<file path="src/rtl/wb_port_arbiter.sv">
// Round-robin arbiter sharing the register file write port among NUM_REQ requesters.
// Define WB_PORT_ARBITER_CLEAR_EN to zero x1..x(NO_OF_REGS-1) after every reset.
module wb_port_arbiter #(
    parameter int NUM_REQ    = 3,
    parameter int REG_SIZE   = 32,
    parameter int NO_OF_REGS = 32,
    parameter int REGW       = $clog2(NO_OF_REGS)
) (
    input  logic                         clk_i,
    input  logic                         rst_i,
    input  logic [NUM_REQ-1:0]           req_valid_i,
    input  logic [NUM_REQ*REGW-1:0]      req_addr_i,
    input  logic [NUM_REQ*REG_SIZE-1:0]  req_data_i,
    output logic [NUM_REQ-1:0]           req_ready_o,
    output logic                         we_o,
    output logic [REGW-1:0]              waddr_o,
    output logic [REG_SIZE-1:0]          wdata_o,
    output logic                         busy_o
);

    localparam int IDXW = $clog2(NUM_REQ);
    localparam logic [NUM_REQ-1:0] ONE = NUM_REQ'(1);
    localparam logic [IDXW-1:0] LAST_IDX = IDXW'(NUM_REQ - 1);

    logic [REGW-1:0]     addr_a [NUM_REQ];
    logic [REG_SIZE-1:0] data_a [NUM_REQ];

    logic                we_q, we_d;
    logic [REGW-1:0]     waddr_q, waddr_d;
    logic [REG_SIZE-1:0] wdata_q, wdata_d;
    logic [IDXW-1:0]     ptr_q, ptr_d;
    logic [IDXW-1:0]     gnt_idx;
    logic                gnt_any;
    logic                arb_on;
    logic                take;

    for (genvar k = 0; k < NUM_REQ; k++) begin : g_unpack
        assign addr_a[k] = req_addr_i[k*REGW +: REGW];
        assign data_a[k] = req_data_i[k*REG_SIZE +: REG_SIZE];
    end

`ifdef WB_PORT_ARBITER_CLEAR_EN
    typedef enum logic {
        CLEAR,
        ARB
    } state_t;

    localparam logic [REGW-1:0] LAST_REG = REGW'(NO_OF_REGS - 1);

    state_t          state_q, state_d;
    logic [REGW-1:0] cnt_q, cnt_d;

    assign arb_on = (state_q == ARB);
    assign busy_o = (state_q == CLEAR);
`else
    assign arb_on = 1'b1;
    assign busy_o = 1'b0;
`endif

    function automatic logic [IDXW-1:0] rr_idx(
        input logic [IDXW-1:0] base,
        input int              off
    );
        int s;
        s = int'(base) + off;
        if (s >= NUM_REQ) s = s - NUM_REQ;
        return s[IDXW-1:0];
    endfunction

    // Walk offsets downward so the nearest valid requester above ptr wins.
    always_comb begin
        gnt_any = 1'b0;
        gnt_idx = '0;
        for (int off = NUM_REQ - 1; off >= 0; off--) begin
            if (req_valid_i[rr_idx(ptr_q, off)]) begin
                gnt_any = 1'b1;
                gnt_idx = rr_idx(ptr_q, off);
            end
        end
    end

    assign take        = arb_on && gnt_any && !rst_i;
    assign req_ready_o = take ? (ONE << gnt_idx) : '0;

    always_comb begin
        we_d    = 1'b0;
        waddr_d = waddr_q;
        wdata_d = wdata_q;
        ptr_d   = ptr_q;
`ifdef WB_PORT_ARBITER_CLEAR_EN
        state_d = state_q;
        cnt_d   = cnt_q;
        if (state_q == CLEAR) begin
            we_d    = 1'b1;
            waddr_d = cnt_q;
            wdata_d = '0;
            cnt_d   = cnt_q + 1'b1;
            if (cnt_q == LAST_REG) state_d = ARB;
        end else
`endif
        if (take) begin
            // x0 is hardwired to zero, so its writes are granted but dropped.
            we_d    = (addr_a[gnt_idx] != '0);
            waddr_d = addr_a[gnt_idx];
            wdata_d = data_a[gnt_idx];
            ptr_d   = (gnt_idx == LAST_IDX) ? '0 : gnt_idx + 1'b1;
        end
    end

    always_ff @(posedge clk_i) begin
        if (rst_i) begin
            we_q    <= 1'b0;
            waddr_q <= '0;
            wdata_q <= '0;
            ptr_q   <= '0;
`ifdef WB_PORT_ARBITER_CLEAR_EN
            state_q <= CLEAR;
            cnt_q   <= REGW'(1);
`endif
        end else begin
            we_q    <= we_d;
            waddr_q <= waddr_d;
            wdata_q <= wdata_d;
            ptr_q   <= ptr_d;
`ifdef WB_PORT_ARBITER_CLEAR_EN
            state_q <= state_d;
            cnt_q   <= cnt_d;
`endif
        end
    end

    assign we_o    = we_q;
    assign waddr_o = waddr_q;
    assign wdata_o = wdata_q;

endmodule

</file>
<file path="config.mk">
export PLATFORM = sky130hd
export DESIGN_NAME = wb_port_arbiter
export DESIGN_NICKNAME = d
export VERILOG_FILES = /design/src/rtl/wb_port_arbiter.sv
export SDC_FILE = /design/constraint.sdc
export NUM_CORES = 1
export LEC_CHECK = 0
export ABC_AREA = 1
export CAP_MARGIN = 20
export CORE_UTILIZATION = 40
export CTS_CLUSTER_DIAMETER = 120
export CTS_CLUSTER_SIZE = 16
export DETAILED_ROUTE_END_ITERATION = 10
export GPL_ROUTABILITY_DRIVEN = 0
export PLACE_DENSITY = 0.87
export SLEW_MARGIN = 20
export SYNTH_ARGS = -nofsm -noshare
export SYNTH_HDL_FRONTEND = slang
export SYNTH_SLANG_ARGS = --single-unit
</file>
<file path="constraint.sdc">
create_clock -name clk_i -period 3.62 [get_ports clk_i]
set_input_delay 0.724 -clock clk_i [delete_from_list [all_inputs] [get_ports clk_i]]
set_output_delay 0.724 -clock clk_i [all_outputs]
set_load 0.05 [all_outputs]
</file>
==> results of run 1 <==
==> through the flow <==
stage	power, mW	hold WS [ns]	utilization (%)	std cells	instance area [sq um]
after global placement	3.55	0.475	67.7	530	4030
after floorplan	2.88	0.455	-	317	2490
after CTS	3.94	0.498	69.2	538	4120
after detailed placement	3.62	0.485	67.7	530	4030
final	3.91	0.496	69.2	538	4120
after global routing	4.16	0.523	69.2	538	4120
==> cells in the mapped netlist (all sizes together) <==
library cell,count
nand2,109
dfxtp,40
o21ai,39
a41oi,22
inv,22
nor2,19
buf,16
nand3,10
a22oi,8
a32oi,8
a21oi,7
nand4,6
clkbuf,5
ha,3
o211ai,2
conb,1
==> final timing paths <==
check	slack, ns	to	cells past startpoint	from
setup / recovery	0.43	req_ready_o[1]	10	req_valid_i[2]
hold / removal	0.50	ptr_q[0]	2	ptr_q[0]
setup reg to reg	1.07	wdata_o[7]	16	ptr_q[0]
hold reg to reg	0.50	ptr_q[0]	2	ptr_q[0]
==> per-layer routing <==
metal  vias to the layer above  wire length (um)  global-route usage [%]
met5                         -                 0                       0
met3                        17               752                    5.51
met4                         0               161                    8.57
met2                       145              4150                    46.0
met1                      1302              3200                    26.8
li1                       1387                 -                       -
==> registers in the layout (all words and copies together) (netlist names) <==
register / flops
we_o: 1
waddr_o: 5
ptr_q: 2
wdata_o: 32
==> cell type report <==
cell class / instances / area (sq um)
Fill cell: 508 / 1830
Timing Repair Buffer: 159 / 1610
Multi-Input combinational cell: 234 / 1440
Sequential cell: 40 / 801
Tap cell: 75 / 93.8
Clock buffer: 8 / 90.1
Inverter: 22 / 87.6
==> report_power, final <==
part,internal [mW],switching [mW]
registers,0.642,0.103
logic,0.922,1.94
clock network,0.156,0.148
total,1.72,2.19
==> worst register-to-register path: cells and delay by family (launching register included) <==
kind	cells	cell delay [ns]
simple gates	10	1.01
buf+inv	4	0.68
flops	1	0.36
fa+ha+maj	1	0.36
compound gates	1	0.09
==> kinds of logic after synthesis <==
family / synth area share (%)
buffers and inverters: 10.3
and+or+nand+nor: 26.5
DFF: 32.1
adders and majority gates: 1.50
other: 0.150
AOI/OAI and AO/OA: 29.4
==> impl_metrics.yaml, run 1 <==
status:
  status: "complete, no violations"
critical_path:
  worstPathMaxFanout: 15
  crit_path_top_delay_cell: "clkdlybuf4s50_1"
  critPathArrivalTime_ns: 2.47
  critPathTopFamily: "buffers and inverters"
  path_buf_inv: 4
  cp_cell_sequence: "clkdlybuf4s50_1 > inv_1 > o21ai_1 > nand2_2 > nand3_4 > nor2_4 > inv_2 > nand2_4 > nor2_1 > buf_12"
  cp_slowest_stage_delay_ns: 0.50
  cp-start-kind: "primary input"
  crit_required_ns: 2.90
  criticalPathCategory: "primary input to primary output"
  cp-end-kind: "primary output"
synthesis:
  syn_avg_cell_area_sq_um: 7.87
  syn_inst: 317
  synth_warnings: 0
  ys_ff_latch: 40
  synth_fp_nets: 436
  yosysTopAreaCellShare_pct: 32.1
  seq_area_frac_synth_pct: 32.1
  synth_cell_types: 28
  synthTopCellsByArea: "dfxtp_1 32%, nand2_1 15%, a41oi_2 14%"
  yosysTopAreaCell: "dfxtp_1"
  syn_area_sq_um: 2490
clocking:
  cts_sinks: 40
  post_cts.repair.setup_buffers: 0
  cts_buffers: 5
  cts_root_buffer: "clkbuf_8"
  cts.repair.resized: 0
  cts.path.max_buffers: 2
  clock_latency_ns: 0.28
  htreeDepth: 2
  cts_hold_buffers: 0
  clk_pin_slew_ns: 0.08
  tritoncts: "yes"
drt:
  viasPerCell: 5.30
  drtIter0Drc: 153
  drt-pass1-iter-count: 4
  drc_errors: 0
  drt-total-wl_um: 8270
  vias: 2851
  detail_route.wl_per_cell_um: 15.4
  drtAntennaViolNets: 0
global_routing:
  overflow: 0
  antenna_found_initial: 0
  grt_pass1_wl_um: 12500
  grt.total_usage_pct: 24.5
  grt_pass1_vias: 2780
  grt_max_degree: 38
layout:
  drive_gt1_share_pct: 12.5
  final_cell_mix: "153 x clkdlybuf4s50_1, 98 x nand2_1, 40 x dfxtp_1"
  antenna_cells: 0
  layout_commonest_cell: "clkdlybuf4s50_1"
  syn2layout_area_growth_pct: 65.2
  nNetsFinal: 581
timing:
  setup_viol: 0
  slew_viol_final: 0
  slew_headroom_pct: 58.8
  finalClockSkew_ns: 0.00592
  hold_viol_final: 0
  fin_crit_ns: 3.19
  max_freq_mhz: 313
  fin_setup_tns_ns: 0
  fin_ws_ns: 0.430
  tightest_slew_ns: 0.618
  period_share_pct: 88.1
  rsz0062_at_grt: "false"
die:
  dieArea_sq_um: 6560
  fp.dieH_um: 81.0
  fp.dieW_um: 81.0
  rows: 28
  start_util_pct: 41.9
  fp.coreArea_sq_um: 5960
  ioPinCount: 158
power_and_ir_drop:
  vdd_ir_drop_max_uv: 808
  power.leakage_nw: 1.57
  power.density_nw_per_um2: 948
placement:
  place_ws_ns: 0.452
  dpl.hpwl_um: 6110
  place.port_buffers: 156
hold_path:
  worstHoldPathType: "register to register"
job:
  maxCapViolCount: 0
Note: power is estimated with default switching activity, not from simulation.
==> run 2, diff against run 1 <==
--- a/config.mk
+++ b/config.mk
@@ -8,10 +8,10 @@
 export ABC_AREA = 1
 export CAP_MARGIN = 20
 export CORE_UTILIZATION = 40
-export CTS_CLUSTER_DIAMETER = 120
 export CTS_CLUSTER_SIZE = 16
 export DETAILED_ROUTE_END_ITERATION = 10
 export GPL_ROUTABILITY_DRIVEN = 0
+export HOLD_SLACK_MARGIN = 0.03
 export PLACE_DENSITY = 0.87
 export SLEW_MARGIN = 20
 export SYNTH_ARGS = -nofsm -noshare
==> results of run 2 <==
No change in the layout: final DEF, timing and power equal those of run 1.
==> run 3, diff against run 2 <==
--- a/config.mk
+++ b/config.mk
@@ -6,6 +6,7 @@
 export NUM_CORES = 1
 export LEC_CHECK = 0
 export ABC_AREA = 1
+export ABC_CLOCK_PERIOD_IN_PS = 3620
 export CAP_MARGIN = 20
 export CORE_UTILIZATION = 40
 export CTS_CLUSTER_SIZE = 16
==> results of run 3 <==
No change in the layout: final DEF, timing and power equal those of run 1.
==> variant (settings of run 1) <==
`NO_OF_REGS`: 32 -> 16.
--- a/src/rtl/wb_port_arbiter.sv
+++ b/src/rtl/wb_port_arbiter.sv
@@ -3,7 +3,7 @@
 module wb_port_arbiter #(
     parameter int NUM_REQ    = 3,
     parameter int REG_SIZE   = 32,
-    parameter int NO_OF_REGS = 32,
+    parameter int NO_OF_REGS = 16,
     parameter int REGW       = $clog2(NO_OF_REGS)
 ) (
     input  logic                         clk_i,
Interface: changed (resized req_addr_i and waddr_o); port bits go from 158 to 154. No check against the original RTL was run, so the function may have changed too.
==> variant against run 1 <==
Power decreased by 11%; cell area down 4.5%; area after synthesis shrank 8.6%; non-clock buffer count fell by 1; worst hold slack got worse by 0.027 ns; sequential cell count down 1; worst setup slack lost 0.11 ns; routed wire length decreased by 7.6%; critical endpoint unchanged; largest power group unchanged.
==> variant: results (changes against run 1) <==
Worst Max-Slew Pin Slew -> 0.746 ns (+0.128 ns)
Net Count, Synth -> 460 (+5.5%)
First-pass GRT wire length -> 12,200 µm (-2.6%)
Share of cells above drive strength 1 -> 6.34% (-6.2 points)
Skew final -> 0.00583 ns (-0.0000908 ns)
Yosys warns -> 0 (unchanged)
Clk pin slew, worst setup/hold paths -> 0.07 ns
Crit-path max FO -> 9 (-6)
CP arrival -> 2.57 ns (+0.10 ns)
Area contributors post-synth -> dfxtp_1 (34%), nand2_1 (18%), nand3_1 (7.2%), nor2_1 (4.6%), a32oi_1 (4.2%)
Largest net degree at the start of global routing -> 35 (-7.9%)
Synth Area in Compound Gates -> 17.6% (-12 points)
Largest register FFs -> 32 (unchanged)
Synth cell types -> 27 (-3.6%)
Nets -> 604 (+4.0%)
Max IR drop VDD -> 0.465 mV (-42%)
Post-synthesis xor/xnor area fraction -> 0% (unchanged)
I/O Buffers -> 152 (-2.6%)
Detail Placement HPWL -> 5810 µm (-4.9%)
Antenna diode count -> 0 (unchanged)
Post-synthesis mux area share -> 0% (unchanged)
Total GRT Usage -> 25.5% (+0.92 points)
Adder-cell area share of the yosys netlist -> 1.65% (+0.14 points)
WL per Instance -> 13.6 µm (-11%)
LEAKAGE -> 1.70 nW (+8.5%)
Hold Path Class -> flop to flop
Post-synthesis sequential area ratio -> 34.2% (+2.2 points)
Worst reg-to-reg path cell count -> 13 (-3)
Postcts setup bufs -> 0 (unchanged)
Vias in the first global route -> 2,706 (-2.7%)
Outcome -> completed
Synth cell count leaders -> nand2_1 (110), dfxtp_1 (39), nand3_1 (33), nor2_1 (28), inv_1 (20)
Vias -> 2,878 (+0.95%)
Initial DRC count -> 165 (+7.8%)
-- variant: cell count changes after synthesis, moves of 4 or more --
| cell | change |
|---|---|
| nor2_1 | +13 |
| buf_6 | -6 |
| a21oi_1 | -4 |
| inv_1 | +5 |
| nand3_1 | +25 |
| o21ai_0 | -4 |
| a41oi_2 | -22 |
| a31oi_1 | +6 |
| nand2_1 | +12 |
-- variant: path summary, 6_finish.rpt --
kind                  startpoint              to  slack (ns)
setup / recovery  req_valid_i[2]  req_ready_o[1]        0.32
hold / removal       wdata_o[22]     wdata_o[22]        0.47
setup reg to reg        ptr_q[0]      wdata_o[8]        0.98
hold reg to reg      wdata_o[22]     wdata_o[22]        0.47
-- variant: power by group --
| part | switching [W] | internal, W |
|---|---|---|
| Clock | 0.000144 | 0.000174 |
| Combinational | 0.00166 | 0.000825 |
| Sequential | 0.0000815 | 0.000605 |
-- variant: cell families (layout without fill, tap and decap cells) --
kind of cell             Yosys count  count (layout)
other                              1               1
buffers and inverters             48             193
AND/OR/NAND/NOR                  188             188
adder cells (fa/ha/maj)            3               3
flip-flops                        39              39
AO/OA/AOI/OAI                     65              65
-- variant: layout make-up --
type	count	area (µm²)
clock buffer	8	100
multi-input combinational	257	1260
timing repair buffer	158	1600
inverter	27	106
fill	471	1570
sequential	39	781
tap	72	90.1
-- variant: critical path, cell delays in order --
cell and delay, ns:
clkdlybuf4s50_1 0.51, inv_1 0.07, o21ai_1 0.19, nand2_2 0.13, nand3_1 0.12, nand2_1 0.19
buf_4 0.23, nor2_1 0.22, buf_12 0.17
-- variant: metal layers --
layer	up-vias	wire [µm]	track usage (%)
li1	1428	-	-
met3	10	538	6.12
met4	0	147	7.74
met1	1318	2930	27.1
met5	-	0	0
met2	122	4030	48.8
-- variant: per-stage QoR --
stage	util, %	total power, W	instances	setup slack (ns)	area [µm²]
finish	71.5	0.00349	561	0.324	3940
global route	71.5	0.00374	561	0.245	3940
CTS	71.5	0.00351	561	0.348	3940
detailed placement	69.7	0.00318	553	0.363	3840
global placement	69.7	0.00312	553	0.439	3840
floorplan	-	0.00248	344	0.201	2280
